<file path="config.mk">
export PLATFORM = sky130hd
export DESIGN_NAME = counter_sweep_ctrl
export DESIGN_NICKNAME = d
export VERILOG_FILES = /design/src/rtl/counter_sweep_ctrl.sv
export SDC_FILE = /design/constraint.sdc
export NUM_CORES = 1
export LEC_CHECK = 0
export BUFFER_PORTS_ARGS = -buffer_cell sky130_fd_sc_hd__buf_2
export CAP_MARGIN = 20
export CORE_MARGIN = 3
export CORE_UTILIZATION = 50
export CTS_CLUSTER_SIZE = 10
export DETAILED_ROUTE_END_ITERATION = 10
export PLACE_DENSITY = 0.78
export SYNTH_ARGS = -nofsm -noshare
export SYNTH_HDL_FRONTEND = slang
export SYNTH_SLANG_ARGS = --single-unit
</file>
<file path="constraint.sdc">
create_clock -name clk -period 4.12 [get_ports clk]
set_input_delay 0.412 -clock clk [delete_from_list [all_inputs] [get_ports clk]]
set_output_delay 0.412 -clock clk [all_outputs]
set_load 0.03 [all_outputs]
</file>
<file path="src/rtl/counter_sweep_ctrl.sv">
// counter_sweep_ctrl
// Sequences an external up-counter through repeated index sweeps 0..limit
// for a programmable number of passes, using only the counter's rst/inc
// controls. Wrap-around at the end of each pass is always forced through
// cnt_rst, so the counter never has to overflow naturally.
//
// Optional feature: define SWEEP_ABORT_EN to add the abort input and the
// aborted pulse output.
module counter_sweep_ctrl #(
   parameter int CNT_W  = 7,
   parameter int PASS_W = 4
) (
   input  logic              clk,
   input  logic              rst,
   input  logic              start,
   input  logic [CNT_W-1:0]  limit,
   input  logic [PASS_W-1:0] passes,
   input  logic              stall,
   input  logic [CNT_W-1:0]  count_in,
   output logic              cnt_rst,
   output logic              cnt_inc,
   output logic              idx_valid,
   output logic              idx_last,
   output logic [PASS_W-1:0] pass_idx,
   output logic              busy,
   output logic              done
`ifdef SWEEP_ABORT_EN
   ,
   input  logic              abort,
   output logic              aborted
`endif
);

   typedef enum logic [1:0] {
      IDLE  = 2'd0,
      CLEAR = 2'd1,
      RUN   = 2'd2,
      DONE  = 2'd3
   } state_t;

   localparam logic [PASS_W-1:0] PASS_ONE = {{(PASS_W-1){1'b0}}, 1'b1};

   state_t            state_q;
   state_t            state_d;
   logic [CNT_W-1:0]  limit_q;
   logic [PASS_W-1:0] passes_q;
   logic [PASS_W-1:0] pass_q;
   logic              load;
   logic              pass_adv;
   logic              abort_hit;
`ifdef SWEEP_ABORT_EN
   logic              aborted_q;
`endif

   // Next-state decode and all combinational controls; rst blanks every output
   always_comb begin
      state_d   = state_q;
      cnt_rst   = 1'b0;
      cnt_inc   = 1'b0;
      idx_valid = 1'b0;
      idx_last  = 1'b0;
      busy      = 1'b0;
      done      = 1'b0;
      pass_idx  = pass_q;
      load      = 1'b0;
      pass_adv  = 1'b0;
      abort_hit = 1'b0;

      case (state_q)
         IDLE: begin
            if (start) begin
               load    = 1'b1;
               state_d = CLEAR;
            end
         end
         CLEAR: begin
            busy    = 1'b1;
            cnt_rst = 1'b1;
            state_d = RUN;
         end
         RUN: begin
            busy = 1'b1;
            if (!stall) begin
               idx_valid = 1'b1;
               if (count_in == limit_q) begin
                  idx_last = 1'b1;
                  cnt_rst  = 1'b1;
                  if (pass_q == passes_q - PASS_ONE) begin
                     state_d = DONE;
                  end else begin
                     pass_adv = 1'b1;
                  end
               end else begin
                  cnt_inc = 1'b1;
               end
            end
         end
         DONE: begin
            done    = 1'b1;
            state_d = IDLE;
         end
         default: begin
            state_d = IDLE;
         end
      endcase

`ifdef SWEEP_ABORT_EN
      abort_hit = abort && ((state_q == CLEAR) || (state_q == RUN));
`else
      abort_hit = 1'b0;
`endif

      if (abort_hit) begin
         cnt_rst   = 1'b1;
         cnt_inc   = 1'b0;
         idx_valid = 1'b0;
         idx_last  = 1'b0;
         pass_adv  = 1'b0;
         state_d   = IDLE;
      end

      if (rst) begin
         cnt_rst   = 1'b0;
         cnt_inc   = 1'b0;
         idx_valid = 1'b0;
         idx_last  = 1'b0;
         busy      = 1'b0;
         done      = 1'b0;
         pass_idx  = '0;
      end
   end

   // State register
   always_ff @(posedge clk) begin
      if (rst) begin
         state_q <= IDLE;
      end else begin
         state_q <= state_d;
      end
   end

   // Sweep parameters are captured on an accepted start; a zero pass count runs once
   always_ff @(posedge clk) begin
      if (rst) begin
         limit_q  <= '0;
         passes_q <= '0;
         pass_q   <= '0;
      end else if (load) begin
         limit_q  <= limit;
         passes_q <= (passes == '0) ? PASS_ONE : passes;
         pass_q   <= '0;
      end else if (pass_adv) begin
         pass_q   <= pass_q + PASS_ONE;
      end
   end

`ifdef SWEEP_ABORT_EN
   // Aborted pulse appears the cycle after the abort was taken
   always_ff @(posedge clk) begin
      if (rst) begin
         aborted_q <= 1'b0;
      end else begin
         aborted_q <= abort_hit;
      end
   end

   assign aborted = aborted_q & ~rst;
`endif

endmodule

</file>
==> results of run 1 <==
## critical path, stage by stage, from the launching register on
cell and delay [ns]:
dfxtp_1 0.33, xor2_1 0.18, nor4_4 0.37, nand4b_4 0.20
a21boi_0 0.21, buf_2 0.23
## power by group
part | internal (W) | leakage [nW] | switching, W | total [W]
logic | 0.0000878 | 0.405 | 0.000132 | 0.000220
clock network | 0.0000376 | 0.0150 | 0.0000515 | 0.0000891
registers | 0.000192 | 0.139 | 0.0000219 | 0.000214
## worst min-delay path by stage
stage | start | to | slack, ns
after floorplan | limit_q[0] | limit_q[0] | 0.45
after global placement | limit_q[0] | limit_q[0] | 0.45
after detailed placement | limit_q[5] | limit_q[5] | 0.46
after CTS | limit[2] | limit_q[2] | 0.35
after global routing | limit[5] | limit_q[5] | 0.34
final | limit[4] | limit_q[4] | 0.35
## layout make-up
class,count,area share
clock buffers,4,0.0212
inverters,6,0.0182
multi-input cells,96,0.535
flip-flops and latches,17,0.275
well taps,25,0.0253
repair buffers,31,0.125
## routing by layer
layer  part of all wire  up-vias  GRT usage
met1               0.48      385      0.196
li1                   -      479          -
met5                  0        -          0
met3              0.044        4     0.0372
met4              0.012        0     0.0568
met2               0.46       20      0.309
## cells in the mapped netlist, types with 3 or more instances
library cell	number
nand2_1	22
dfxtp_1	17
a21oi_1	13
ha_1	7
nor2b_1	7
xor2_1	7
inv_1	6
nor3_1	6
xnor2_1	6
nor2_1	5
clkbuf_1	3
o31ai_1	3
## state kept, by name, indices dropped and copies added, names as in the netlist
name,cells
passes_q,4
state_q,2
pass_q,4
limit_q,7
## cell usage in the layout, fill, tap and decap left out, drive strengths merged
cell type / synthesis / layout
a211oi: 1 / 1
inv: 6 / 6
o211ai: 1 / 1
nor3: 7 / 7
dfxtp: 17 / 17
and3: 1 / 1
xor2: 7 / 7
nand2: 22 / 22
and2: 2 / 2
nand3: 1 / 1
xnor2: 6 / 6
a21oi: 13 / 13
buf: 1 / 31
nand4b: 1 / 1
a31oi: 1 / 1
nand2b: 2 / 2
a21boi: 1 / 1
or4: 2 / 2
ha: 7 / 7
o31ai: 3 / 3
mux2: 1 / 1
nor2: 5 / 5
nor2b: 7 / 7
or3: 1 / 1
clkbuf: 3 / 4
o21ai: 1 / 1
a311oi: 1 / 1
nor4: 2 / 2
## logic make-up after synthesis
| logic type | count (synthesis) | share of synthesized area |
|---|---|---|
| xor+xnor | 13 | 0.110 |
| compound gates | 22 | 0.125 |
| flops | 17 | 0.327 |
| fa+ha+maj | 7 | 0.0842 |
| simple gates | 53 | 0.307 |
| mux | 1 | 0.0108 |
| buf+inv | 10 | 0.0361 |
## metrics by stage
step                setup slack (ns)   util  cells
CTS                             1.91  0.673    179
global placement                2.07  0.659    175
global route                    1.75  0.673    179
floorplan                       1.70      -    123
detailed placement              2.04  0.659    175
finish                          1.90  0.673    179
==> key figures, run 1 <==
Status
  – Status: finished clean

Clock tree
  – Clk pin slew, worst setup/hold paths: approximately 0.10 ns
  – H-Tree Depth: 1
  – TritonCTS clock tree: done
  – Resized Gates After CTS: 0
  – Clock Latency Late Sink: 0.29 ns
  – Clock root buffer master: clkbuf_4
  – CTS buffer count: 3
  – Setup bufs post-CTS: 0
  – Clk sinks: 17
  – Hold_buf cts: 0
  – CTS max path bufs: 2

Global route
  – Vias in the first global route: a little under 900
  – Initial antenna violation count: 0
  – Largest net degree at the start of global routing: 24
  – Gr usage total: 0.171
  – First-pass GRT wire length: 3.50 mm
  – Grt ovf: 0

Route
  – Vias per cell: 4.96
  – DRT iter0 DRCs: 10
  – Vias: 888
  – Overall routed net length: 2.03 mm
  – Final ANT Viol Nets: 0
  – DR pass1 iterations: 4
  – DRC violations left: 0
  – Wirelength per Cell: 11.3 µm

Synthesis
  – Synthesized flop and latch total: 17
  – EDFF count, synth: 0
  – Yosys cell types: 30
  – Synth Warn #: 0
  – Mapped Cells: 123
  – Average size of a mapped cell: 8.45 µm²
  – Area contributors post-synth: dfxtp_1 (33%), ha_1 (8.4%), nand2_1 (7.9%)
  – Cell Area, Synth: 0.00104 mm²
  – Async set or reset register ratio after synthesis: 0
  – Cell taking the most area after synthesis: dfxtp_1
  – Synth top area share: 0.327
  – Syn Nets: 152
  – Post-synthesis sequential area ratio: 0.327
  – Synth Flop Type: dfxtp_1

Timing
  – Pin slew with the least headroom to its limit: 0.496 ns
  – Max-slew violations: 0
  – Slew Limit Headroom: 0.667
  – WHS: 0.353 ns
  – Fin. Hold Viols: 0
  – Final number of setup-violating endpoints: 0
  – Fin crit share: 0.539
  – Final Skew: 0.00846 ns
  – Maximum clock rate: 451 MHz
  – Total negative slack: 0 ns
  – RSZ-0062 raised after global routing: no
  – Min Tclk post-route: 2.22 ns

Floorplanning
  – Starting Density: 0.565
  – Core Box Area: about 0.0018 mm²
  – Die Span X: 51.6 µm
  – Die Span Y: 51.6 µm
  – IO Count: 32
  – FP Rows: 15
  – Die area: ~0.0027 mm²

Power
  – Leak pwr: 0.559 nW
  – Pwr Density: 423 mW/mm²
  – Power Total: 0.000523 W
  – Max VDD drop: ~0.00029 V

Finish
  – Final nets: approximately 180
  – Multi-input gate area: 662 µm²
  – Layout area overhead: 19.0%
  – Sequential cell area: 340 µm²
  – Filler cells: ~180
  – Fin area: 0.00124 mm²
  – Antenna fix cells: 0
  – Layout cells sized above 1: 0.273

Place
  – Post-DP Area: roughly 0.0012 mm²
  – Placer Congestion: between 0.8 and 0.9
  – Port Buf Inserts: 31
  – HPWL Detailed: 1.53 mm

Critical path
  – Critical-path maximum fanout: 9
  – Crit end category: output pin
  – Worst R2R Path Depth: 6
  – Worst setup startpoint: limit_q[6]
  – Worst R2R End: state_q[1]
  – Worst r2r src: passes_q[0]
  – Critical path startpoint category: flop
  – Crit path to: cnt_rst
  – WS Path Type: flop to output pin
  – Reg2reg setup slack: 2.14 ns
  – Crit path DAT: 1.81 ns
  – Critical Path RT: 3.71 ns

Min path
  – Min-Delay Path Class: input port to flop
  – WHS Path Cells: 3

Run
  – # Max-Cap Violations: 0
(Power assumes the default switching activity.)
==> inputs of run 2 (changes only) <==
--- a/config.mk
+++ b/config.mk
@@ -8,10 +8,10 @@
 export BUFFER_PORTS_ARGS = -buffer_cell sky130_fd_sc_hd__buf_2
 export CAP_MARGIN = 20
 export CORE_MARGIN = 3
-export CORE_UTILIZATION = 50
+export CORE_UTILIZATION = 45
 export CTS_CLUSTER_SIZE = 10
 export DETAILED_ROUTE_END_ITERATION = 10
-export PLACE_DENSITY = 0.78
+export PLACE_DENSITY = 0.74
 export SYNTH_ARGS = -nofsm -noshare
 export SYNTH_HDL_FRONTEND = slang
 export SYNTH_SLANG_ARGS = --single-unit
==> constraint.sdc (replaced) <==
create_clock -name clk -period 1.9 [get_ports clk]
set_input_delay 0.19 -clock clk [delete_from_list [all_inputs] [get_ports clk]]
set_output_delay 0.19 -clock clk [all_outputs]
set_load 0.03 [all_outputs]
==> run 2 against run 1 <==
Flip-flop and latch count unchanged; global-route usage grew 1.0 points; first-iteration DRC count rose by 30%; design area is 5.5% higher; clock skew down 0.0050 ns.
==> key figures, run 2 (synthesis gave the netlist of run 1 again) <==
Place
  – HPWL Detailed: 1.68 mm (was 1.53 mm)
  – Port Buf Inserts: 31 (unchanged)
  – Placer Congestion: 0.784 (was 0.805)
  – Placed instance count: 179 (was 175)

Critical path
  – CP bufs+invs: 1 (unchanged)
  – Crit path DAT: 1.67 ns (was 1.81 ns)
  – Crit end category: output pin (unchanged)
  – Critical path startpoint category: flop (unchanged)
  – Max stage delay on crit path: 0.37 ns (about the same)
  – Critical-path maximum fanout: 5 (was 9)
  – Critical Path RT: 1.71 ns (was 3.71 ns)
  – Critical path, cell by cell: xor2_1 > nor4_4 > nand4b_4 > a21boi_2 > buf_6 (was xor2_1 > nor4_4 > nand4b_4 > a21boi_0 > buf_2)
  – Worst path slowest cell: nor4_4 (unchanged)
  – Largest delay share family, worst path: simple AND/OR/NAND/NOR gates (unchanged)
  – WS Path Type: flop to output pin (unchanged)

Power
  – Leak pwr: 0.575 nW (was 0.559 nW)
  – Max VDD drop: 0.000576 V (was 0.000288 V)
  – Pwr Density: 906 mW/mm² (was 423 mW/mm²)
  – Power Total: 0.00118 W (was 0.000523 W)

Floorplanning
  – Die Span Y: 54.1 µm (was 51.6 µm)
  – FP Rows: 16 (was 15)
  – Die Span X: 54.1 µm (was 51.6 µm)
  – Die area: 0.00292 mm² (was 0.00266 mm²)
  – Starting Density: 0.499 (was 0.565)
  – Core Box Area: 0.00208 mm² (was 0.00184 mm²)
  – IO Count: 32 (unchanged)

Global route
  – Grt ovf: 0 (unchanged)
  – Initial antenna violation count: 0 (unchanged)
  – Largest net degree at the start of global routing: 24 (unchanged)
  – Gr usage total: 0.181 (was 0.171)
  – First-pass GRT wire length: 3.82 mm (was 3.50 mm)
  – Vias in the first global route: 907 (was 876)

Finish
  – Final nets: 187 (was 184)
  – Max reg flops: 7 (unchanged)
  – Layout area overhead: 25.5% (was 19.0%)
  – Largest Register: limit_q (unchanged)
  – Leading cell type in the layout, fill and taps excluded: buf_2 (unchanged)
  – Final core occ: 0.627 (was 0.673)
  – Largest regs: limit_q x7, pass_q x4, passes_q x4 (unchanged)
  – Layout cells sized above 1: 0.357 (was 0.273)
  – Antenna fix cells: 0 (unchanged)
  – Commonest cells after routing, fill and taps aside: buf_2 (30), nand2_1 (22), dfxtp_1 (14) (was buf_2 (31), nand2_1 (22), dfxtp_1 (17))
  – Non-filler cells in the finished layout: 184 (was 179)

Route
  – DRC violations left: 0 (unchanged)
  – DRT iter0 DRCs: 13 (was 10)
  – DR pass1 iterations: 4 (unchanged)
  – Final ANT Viol Nets: 0 (unchanged)
  – Overall routed net length: 2.22 mm (was 2.03 mm)
  – Vias: 923 (was 888)
  – Vias per cell: 5.02 (was 4.96)
  – Wirelength per Cell: 12.1 µm (was 11.3 µm)

Clock tree
  – Clock Latency Late Sink: 0.30 ns (was 0.29 ns)
  – CTS buffer count: 3 (unchanged)
  – H-Tree Depth: 1 (unchanged)
  – Hold_buf cts: 0 (unchanged)
  – TritonCTS clock tree: done (unchanged)
  – Clock root buffer master: clkbuf_4 (unchanged)
  – CTS max path bufs: 2 (unchanged)
  – Clk pin slew, worst setup/hold paths: 0.10 ns (about the same)
  – Clk sinks: 17 (unchanged)

Timing
  – WHS: 0.117 ns (was 0.353 ns)
  – RSZ-0062 raised after global routing: yes (was no)
  – Slew Limit Headroom: 0.707 (was 0.667)
  – Pin slew with the least headroom to its limit: 0.438 ns (was 0.496 ns)
  – Maximum clock rate: 537 MHz
  – Fin crit share: 0.980
  – Final number of setup-violating endpoints: 0 (unchanged)
  – Max-slew violations: 0 (unchanged)
  – Fin. Hold Viols: 0 (unchanged)
  – Min Tclk post-route: 1.86 ns
  – Final Skew: 0.00346 ns (was 0.00846 ns)

Status
  – Status: finished clean (unchanged)

Run
  – # Max-Cap Violations: 0 (unchanged)

Min path
  – Min-Delay Path Class: input port to flop (unchanged)
## run 2: layout make-up
cell class              count  area [µm²]
repair buffers             34         184
clock buffers               4        26.3
multi-input cells          96         694
flip-flops and latches     17         344
fillers                   191         777
well taps                  27        33.8
inverters                   6        22.5
## run 2: worst paths after layout
| path | start | endpoint | slack (ns) | cells past startpoint |
|---|---|---|---|---|
| worst max-delay path | limit_q[1] | cnt_rst | 0.04 | 5 |
| worst max register to register | passes_q[0] | state_q[1] | 0.07 | 6 |
| worst min-delay path | limit[6] | limit_q[6] | 0.12 | 3 |
| worst min register to register | limit_q[5] | limit_q[5] | 0.47 | 2 |
## run 2: worst register-to-register path, cell delays in order (launching register included)
cell     delay (ns)
dfxtp_2        0.36
inv_2          0.05
ha_2           0.27
xnor2_1        0.15
nor4_4         0.43
a31oi_1        0.18
mux2_2         0.30
## run 2: power by group
| part | internal [W] | total [W] | switching [W] |
|---|---|---|---|
| sequential | 0.000420 | 0.000471 | 0.0000513 |
| clock | 0.0000819 | 0.000200 | 0.000118 |
| combinational | 0.000211 | 0.000512 | 0.000301 |
| total | 0.000713 | 0.00118 | 0.000470 |
## run 2: layer usage
metal  routed length (µm)  part of all wire  vias up  GRT usage
li1                     -                 -      482          -
met1                  959              0.43      410      0.208
met2                 1110              0.50       27      0.286
met3                  132             0.059        4     0.0693
met4                   20            0.0090        0     0.0996
met5                    0                 0        -          0
## run 2: what timing repair did
item,CTS,global route
setup buffers,0,1
setup endpoints to repair,3,6
pin swaps,2,7
resized for setup,2,11
## run 2: per-stage QoR
stage	worst slack (ns)	area, µm²	TNS, ns
floorplan	0.0581	1040	0
global placement	0.101	1230	0
detailed placement	0.00980	1230	0
CTS	-0.000202	1260	-0.000202
global route	-0.0572	1310	-0.138
finish	0.0377	1310	0
